`config.mk`:
```
export PLATFORM = sky130hd
export DESIGN_NAME = iddr_lane_aligner
export DESIGN_NICKNAME = d
export VERILOG_FILES = /design/src/rtl/iddr_align_pkg.sv /design/src/rtl/iddr_align_lane.sv /design/src/rtl/iddr_lane_aligner.sv
export SDC_FILE = /design/constraint.sdc
export NUM_CORES = 1
export LEC_CHECK = 0
export ABC_AREA = 0
export BUFFER_PORTS_ARGS = -buffer_cell sky130_fd_sc_hd__buf_4
export CAP_MARGIN = 20
export CORE_MARGIN = 2
export CORE_UTILIZATION = 56
export DETAILED_ROUTE_END_ITERATION = 8
export PLACE_DENSITY = 0.78
export SYNTH_ARGS = -nofsm -noshare
export SYNTH_HDL_FRONTEND = slang
export SYNTH_HIERARCHICAL = 1
export SYNTH_SLANG_ARGS = --single-unit
```
`constraint.sdc`:
```
create_clock -name sclk -period 4.23 [get_ports sclk]
set_input_delay 0.2115 -clock sclk [delete_from_list [all_inputs] [get_ports sclk]]
set_output_delay 0.2115 -clock sclk [all_outputs]
set_load 0.01 [all_outputs]
```
`src/rtl/iddr_align_pkg.sv`:
```
// Shared types and constants for the IDDR lane aligner.
// Holds the per-lane FSM state encoding and counter sizing helper.
package iddr_align_pkg;

    typedef enum logic [2:0] {
        StIdle,
        StWait,
        StCheck,
        StSlip,
        StLocked,
        StFail
    } lane_state_e;

    localparam int unsigned DefaultSlipWait  = 8;
    localparam int unsigned DefaultLockCount = 16;

    // Bits needed to hold values 0..max_val; never narrower than one bit.
    function automatic int unsigned cnt_width(input int unsigned max_val);
        return (max_val < 1) ? 1 : $clog2(max_val + 1);
    endfunction

endpackage

```
`src/rtl/iddr_align_lane.sv`:
```
// Single-lane training FSM: settle, compare against the training word,
// bit-slip on mismatch, and report lock or an exhausted slip budget.
module iddr_align_lane
    import iddr_align_pkg::*;
#(
    parameter int unsigned          RATIO         = 4,
    parameter logic [RATIO-1:0]     TRAIN_PATTERN = 4'hC,
    parameter int unsigned          SLIP_WAIT     = DefaultSlipWait,
    parameter int unsigned          LOCK_COUNT    = DefaultLockCount,
    parameter int unsigned          MAX_SLIPS     = 2 * RATIO,
    parameter int unsigned          SW            = cnt_width(MAX_SLIPS)
) (
    input  logic             clk_i,
    input  logic             rst_ni,
    input  logic             ready_i,
    input  logic             train_i,
    input  logic             restart_i,
    input  logic [RATIO-1:0] word_i,
    output logic             alignwd_o,
    output logic             locked_o,
    output logic             fail_o,
    output logic [SW-1:0]    slip_count_o
);

    localparam int unsigned WaitW  = cnt_width(SLIP_WAIT);
    localparam int unsigned MatchW = cnt_width(LOCK_COUNT);

    localparam logic [WaitW-1:0]  WaitLast  = WaitW'(SLIP_WAIT - 1);
    localparam logic [MatchW-1:0] MatchLast = MatchW'(LOCK_COUNT - 1);
    localparam logic [SW-1:0]     SlipMax   = SW'(MAX_SLIPS);

    lane_state_e       state_q, state_d;
    logic [WaitW-1:0]  wait_q, wait_d;
    logic [MatchW-1:0] match_q, match_d;
    logic [SW-1:0]     slip_q, slip_d;

    always_ff @(posedge clk_i or negedge rst_ni) begin
        if (!rst_ni) begin
            state_q <= StIdle;
            wait_q  <= '0;
            match_q <= '0;
            slip_q  <= '0;
        end else begin
            state_q <= state_d;
            wait_q  <= wait_d;
            match_q <= match_d;
            slip_q  <= slip_d;
        end
    end

    always_comb begin
        state_d = state_q;
        wait_d  = wait_q;
        match_d = match_q;
        slip_d  = slip_q;
        if (!ready_i) begin
            state_d = StIdle;
            wait_d  = '0;
            match_d = '0;
            slip_d  = '0;
        end else if (restart_i) begin
            // A fresh training request overrides whatever the lane was doing.
            state_d = StWait;
            wait_d  = '0;
            match_d = '0;
            slip_d  = '0;
        end else begin
            unique case (state_q)
                StIdle: begin
                    if (train_i) begin
                        state_d = StWait;
                        wait_d  = '0;
                    end
                end
                StWait: begin
                    if (wait_q == WaitLast) begin
                        state_d = StCheck;
                        match_d = '0;
                    end else begin
                        wait_d = wait_q + WaitW'(1);
                    end
                end
                StCheck: begin
                    if (word_i == TRAIN_PATTERN) begin
                        if (match_q == MatchLast) begin
                            state_d = StLocked;
                        end else begin
                            match_d = match_q + MatchW'(1);
                        end
                    end else if (slip_q == SlipMax) begin
                        state_d = StFail;
                    end else begin
                        state_d = StSlip;
                    end
                end
                StSlip: begin
                    if (slip_q != SlipMax) begin
                        slip_d = slip_q + SW'(1);
                    end
                    wait_d  = '0;
                    state_d = StWait;
                end
                StLocked, StFail: begin
                    state_d = state_q;
                end
                default: begin
                    state_d = StIdle;
                end
            endcase
        end
    end

    assign alignwd_o    = (state_q == StSlip);
    assign locked_o     = (state_q == StLocked);
    assign fail_o       = (state_q == StFail);
    assign slip_count_o = slip_q;

endmodule

```
`src/rtl/iddr_lane_aligner.sv`:
```
// Multi-lane IDDR word aligner: per-lane training FSMs plus the shared
// train_en edge detect, registered data path and data_valid generation.
module iddr_lane_aligner
    import iddr_align_pkg::*;
#(
    parameter int unsigned      CHANNELS      = 4,
    parameter int unsigned      RATIO         = 4,
    parameter logic [RATIO-1:0] TRAIN_PATTERN = 4'hC,
    parameter int unsigned      SLIP_WAIT     = DefaultSlipWait,
    parameter int unsigned      LOCK_COUNT    = DefaultLockCount,
    parameter int unsigned      MAX_SLIPS     = 2 * RATIO,
    localparam int unsigned     SW            = cnt_width(MAX_SLIPS)
) (
    input  logic                      sclk,
    input  logic                      reset_n,
    input  logic                      ready_in,
    input  logic                      train_en,
    input  logic [CHANNELS*RATIO-1:0] q_in,
    output logic [CHANNELS-1:0]       alignwd,
    output logic [CHANNELS*RATIO-1:0] data_out,
    output logic                      data_valid,
    output logic [CHANNELS-1:0]       locked,
    output logic [CHANNELS-1:0]       fail,
    output logic                      all_locked,
    output logic [CHANNELS*SW-1:0]    slip_count
);

    logic                      train_q;
    logic                      train_rise;
    logic [CHANNELS*RATIO-1:0] data_q;
    logic                      valid_q;

    always_ff @(posedge sclk or negedge reset_n) begin
        if (!reset_n) begin
            train_q <= 1'b0;
            data_q  <= '0;
            valid_q <= 1'b0;
        end else begin
            train_q <= train_en;
            data_q  <= q_in;
            valid_q <= all_locked & ~train_en;
        end
    end

    assign train_rise = train_en & ~train_q;

    for (genvar i = 0; i < CHANNELS; i++) begin : g_lane
        iddr_align_lane #(
            .RATIO         (RATIO),
            .TRAIN_PATTERN (TRAIN_PATTERN),
            .SLIP_WAIT     (SLIP_WAIT),
            .LOCK_COUNT    (LOCK_COUNT),
            .MAX_SLIPS     (MAX_SLIPS),
            .SW            (SW)
        ) u_lane (
            .clk_i        (sclk),
            .rst_ni       (reset_n),
            .ready_i      (ready_in),
            .train_i      (train_en),
            .restart_i    (train_rise),
            .word_i       (q_in[i*RATIO +: RATIO]),
            .alignwd_o    (alignwd[i]),
            .locked_o     (locked[i]),
            .fail_o       (fail[i]),
            .slip_count_o (slip_count[i*SW +: SW])
        );
    end

    // AND of registered lock bits, so no extra cycle over locked.
    assign all_locked = &locked;
    assign data_out   = data_q;
    assign data_valid = valid_q;

endmodule

```
Word-level counts from Yosys, hierarchy flattened

Cells that the tools add are included.

Flip-flop bits (word level): 82
Bits in latches: 0
Bits in writable memories: 0
Memory bits (read-only): 0
Input port bits: 20
Output and inout port bits: 46
Word-level logic and storage cells: 230
Memories kept: 0

Add/sub/neg operators: 12
Multipliers: 0
Div/mod/pow operators: 0
$lt $le $gt $ge: 0
Equal/unequal tests: 84
Shifts and indexed selects: 0
Mux-type cells: 86
Bitwise operators: 4
Reductions and logical operators: 25

Operators by type and width:

| kind                                                 | number |
|---|---|
| 2-to-1 mux 4 bit                                     | 29 |
| 2-to-1 mux 5 bit                                     | 20 |
| 2-to-1 mux 3 bit                                     | 25 |
| one-hot mux 3 bit (5 select lines)                   | 4 |
| != test 4 bit (second input constant)                | 13 |
| one-hot mux 4 bit (3 select lines)                   | 4 |
| one-hot mux 5 bit (2 select lines)                   | 4 |
| != test 4 x 3 -> 1 bit (second input constant)       | 9 |
| AND reduction 4 bit                                  | 9 |
| adder 4 x 1 -> 4 bit (second input constant)         | 8 |
| equality test 4 bit (second input constant)          | 8 |
| equality test 3 x 2 -> 1 bit (second input constant) | 8 |
| equality test 3 bit (second input constant)          | 8 |
| != test 3 x 1 -> 1 bit (second input constant)       | 8 |
| adder 5 x 1 -> 5 bit (second input constant)         | 4 |
| equality test 5 x 4 -> 1 bit (second input constant) | 4 |
| != test 5 x 1 -> 1 bit (second input constant)       | 4 |
| equality test 4 x 3 -> 1 bit (second input constant) | 4 |
| != test 4 x 1 -> 1 bit (second input constant)       | 4 |
| != test 5 bit (second input constant)                | 3 |
| equality test 3 x 1 -> 1 bit (second input constant) | 4 |
| zero test 3 bit                                      | 4 |
| AND reduction 3 bit                                  | 4 |
| != test 3 bit (second input constant)                | 3 |
| 7 further kinds                                      | 16 |

Logic depth before layout (Yosys ltp)

Depth in word-level cells: 6
Gate-level depth with buffers: 7
Gate-level depth less buffers: 7

Cells and area by module

Netlist, hierarchy kept.

By module, submodules not included:

| module                                  | times used | cells an instance | area an instance (µm²) |
|---|---|---|---|
| iddr_align_lane at g_lane[1].u_lane ... | 3          | 108               | 1,009.7 |
| iddr_align_lane at g_lane[0].u_lane     | 1          | 105               | 996.0 |
| iddr_lane_aligner                       | 1          | 21                | 481.7 |

Least setup slack after synthesis

Ideal clock, no wire load.

Kind: register -> register
From: register g_lane[0].u_lane.match_q[0]
To: register g_lane[0].u_lane.match_q[0]
Arrival time: 1,797 ps
Path slack: 2,308 ps
Cell stages (with the launch flop): 8
Path buffers: 0
Period minus slack after synthesis: 1,922 ps
Cells stage by stage: dfrtp_1 > ha_1 > and3_1 > ha_1 > nor4b_1 > a22oi_1 > and2_1 > mux2_2

Word-level cells in the longest chain between the ends: 6
Elaborated cells on any way between the ends: 9
Classes of those cells: add/sub: 1; eq/ne: 2; mux: 5; reduce/logical: 1

RTL lines:

| element                            | line                  | source |
|---|---|---|
| from (decl)                        | iddr_align_lane.sv:34 | `logic [MatchW-1:0] match_q, match_d;` |
| from (signal assigned)             | iddr_align_lane.sv:46 | `match_q <= match_d;` |
| adder 5 x 1 -> 5 bit               | iddr_align_lane.sv:88 | `match_d = match_q + MatchW'(1);` |
| 2-to-1 mux 5 bit                   | iddr_align_lane.sv:85 | `if (match_q == MatchLast) begin` |
| 2-to-1 mux 5 bit                   | iddr_align_lane.sv:84 | `if (word_i == TRAIN_PATTERN) begin` |
| one-hot mux 5 bit (2 select lines) | iddr_align_lane.sv:68 | `unique case (state_q)` |
| 2-to-1 mux 5 bit                   | iddr_align_lane.sv:61 | `end else if (restart_i) begin` |
| 2-to-1 mux 5 bit                   | iddr_align_lane.sv:56 | `if (!ready_i) begin` |

Several ways; a longest one is shown, not always the timed one. The select of a mux whose other input is x is not followed.
A chain may end at the register's enable or synchronous reset.

Worst setup path in the final report

Same ends and word-level chain as after synthesis.

==> impl_metrics.env <==
export IMPL_synthToLayoutAreaGrowth_pct=20.8
export IMPL_ys_flop_type="dfrtp_1"
export IMPL_final_area_um2=5440
export IMPL_reg2reg_from="g_lane[0].u_lane/match_q[0]"
export IMPL_clock_skew_ns=0.00664
export IMPL_hpwl_mm=6.48
export IMPL_cts_htree_levels=3
export IMPL_cp_data_required_time_ns=4.46
export IMPL_drv_cap=0
export IMPL_synth_simple_area_share=0.261
export IMPL_grt_pass1_vias=3430
export IMPL_finalCriticalPeriod_ns=2.10
export IMPL_antenna_cells=0
export IMPL_start_util=0.580
export IMPL_rsz0062_at_grt="false"
export IMPL_cts_resized_gates=0
export IMPL_wire_per_inst_um=14.8
export IMPL_power_mw=1.50
export IMPL_grt_pass1_wl_mm=16.0
export IMPL_cts_inserted_buffers=9
export IMPL_worst_pin_slew_ns=0.830
export IMPL_antenna_found_initial=0
export IMPL_fin_tns_setup_ns=0
export IMPL_post_synth_num_cell_types=57
export IMPL_num_vias=3584
export IMPL_synth_compound_area_frac=0.134
export IMPL_synth_edff_count=0
export IMPL_ant_nets=0
export IMPL_cts_tree="done"
export IMPL_holdCritStartpoint="train_en"
export IMPL_via_per_inst=5.61
export IMPL_die_w_um=93.7
export IMPL_multi_input_area_um2=2270
export IMPL_synthMuxAreaShare=0.0269
export IMPL_seq_area_um2=2050
export IMPL_whs_path_depth=1
export IMPL_yosysWarnings=6
export IMPL_gp_congestion=0.873
export IMPL_cellPowerDensity_nw_per_um2=275
export IMPL_hp_class="input port to flip-flop"
export IMPL_coreArea_um2=7770
export IMPL_worstRegToRegCells=7
export IMPL_syn_nets=490
export IMPL_fin_crit_sh=0.496
export IMPL_drt_iter0_drc=144
export IMPL_final_common_cell="dfrtp_1"
export IMPL_syn_instance_count=450
export IMPL_leakagePower_nw=2.46
export IMPL_layout_common_cells="82 x dfrtp_1, 65 x buf_4, 38 x inv_1"
export IMPL_drc=0
export IMPL_cp_max_fo=4
export IMPL_cp_start_kind="flip-flop"
export IMPL_synth_top_area_frac=0.455
export IMPL_synth_top_area_cell="dfrtp_1"
export IMPL_synthTopCellsByArea="dfrtp_1 46%, ha_1 5.6%, a21oi_1 3.3%"
export IMPL_io_pins=66
export IMPL_placed_area_um2=5080
export IMPL_clk_path_buf_depth=2
export IMPL_synth_top_family_by_area="simple AND/OR/NAND/NOR gates"
export IMPL_finalMaxSlewViolations=0
export IMPL_synth_fa_ha_area_frac=0.0555
export IMPL_fmax_mhz=477
export IMPL_ir_worst_vdd_mv=0.195
export IMPL_crit_arrival_ns=2.33
export IMPL_syn_cell_area_um2=4510
export IMPL_die_area_um2=8780
export IMPL_io_buffers=65
export IMPL_cts_root_buf="clkbuf_8"
export IMPL_syn_avg_cell_area_um2=10.0
export IMPL_clkSinkCount=82
export IMPL_ys_seq_area_frac=0.455
export IMPL_grt_usage=0.230
export IMPL_fillers=617
export IMPL_ys_seq_elements=82
export IMPL_end_kind="flip-flop"
export IMPL_row_count=32
export IMPL_setup_violations_final=0
export IMPL_crit_type="flip-flop to flip-flop"
export IMPL_hold_viol=0
export IMPL_crit_start="g_lane[0].u_lane/match_q[0]"
export IMPL_final_nets=573
export IMPL_gr_total_overflow=0
export IMPL_relSlewSlack=0.445
export IMPL_clk_latency_ns=0.34
export IMPL_synthXorXnorAreaFrac=0.0253
export IMPL_synth_async_reset_ratio=1.00
export IMPL_outcome="completed"
export IMPL_clk_pin_slew_ns=0.08
export IMPL_drive_gt1_frac=0.203
export IMPL_dieHeight_um=93.7
export IMPL_grt_max_degree=83
export IMPL_drt_total_wl_mm=9.43
export IMPL_drtPass1Iterations=4
-- state kept, by name (all words and copies together), names as in the netlist --
name and cells:
g_lane.u_lane/match_q 20, data_valid 1, g_lane.u_lane/slip_count_o 16, g_lane.u_lane/wait_q 16, data_out 16, train_q 1, g_lane.u_lane/state_q 12
-- critical path, stage by stage (launching register included) --
cell and delay, ns:
dfrtp_1 0.40, ha_1 0.24, and3_1 0.20, ha_1 0.23
nor4b_1 0.26, a22oi_1 0.15, and2_1 0.24, mux2_2 0.27
-- routing by layer --
metal  vias up  track usage  part of all wire
met5         -            0                 0
met4         0       0.0664            0.0086
met3         8       0.0506             0.043
met2        81        0.363              0.50
met1      1737        0.321              0.45
li1       1758            -                 -
-- kinds of logic after synthesis --
family          after synthesis
simple gates                189
fa+ha+maj                    20
xor+xnor                     13
mux                          12
buf+inv                      49
compound gates               85
flops                        82
-- layout make-up --
cell class                 count  area share
sequential                    82       0.377
clock buffer                  12      0.0285
multi-input combinational    319       0.416
tap                          102      0.0234
clock inverter                 3     0.00276
inverter                      38      0.0262
timing repair buffer          83       0.126
-- stage by stage --
step	std cells	utilization	worst slack (ns)	hold WS (ns)
detailed placement	606	0.654	2.16	0.330
global placement	606	0.654	2.25	0.328
CTS	637	0.696	2.14	0.0612
floorplan	450	-	2.31	-0.0841
finish	639	0.701	2.13	0.0825
global route	639	0.701	1.97	0.0511
-- power by group --
part / total, mW / switching (mW) / leakage, nW / internal, mW
Combinational: 0.172 / 0.0918 / 1.27 / 0.0798
Clock: 0.500 / 0.261 / 0.0920 / 0.240
Sequential: 0.826 / 0.0222 / 1.10 / 0.804
-- Yosys cell counts (7+ instances only) --
cell type and count:
a21oi_1 30, mux2i_1 11, clkbuf_1 7, xor2_1 8, o21ai_0 8, and2_1 7, or3_1 12, nand3_1 23
inv_1 38, ha_1 20, nand3b_1 11, and3_1 7, nand2_1 33, nor3_1 9, dfrtp_1 82, nor2_1 28
-- worst paths after layout --
| kind | slack [ns] | end |
|---|---|---|
| worst max-delay path | 2.13 | g_lane[0].u_lane/match_q[0] |
| worst min-delay path | 0.08 | train_q |
| worst max register to register | 2.13 | g_lane[0].u_lane/match_q[0] |
| worst min register to register | 0.51 | g_lane[0].u_lane/match_q[4] |
| max in group asynchronous | 3.43 | g_lane[1].u_lane/wait_q[1] |
| min in group asynchronous | 0.22 | g_lane[3].u_lane/slip_count_o[3] |
-- timing repair --
item                      CTS  global route
hold endpoints to repair   16            24
setup buffers               0             0
hold buffers               16             1
(Power assumes the default switching activity.)
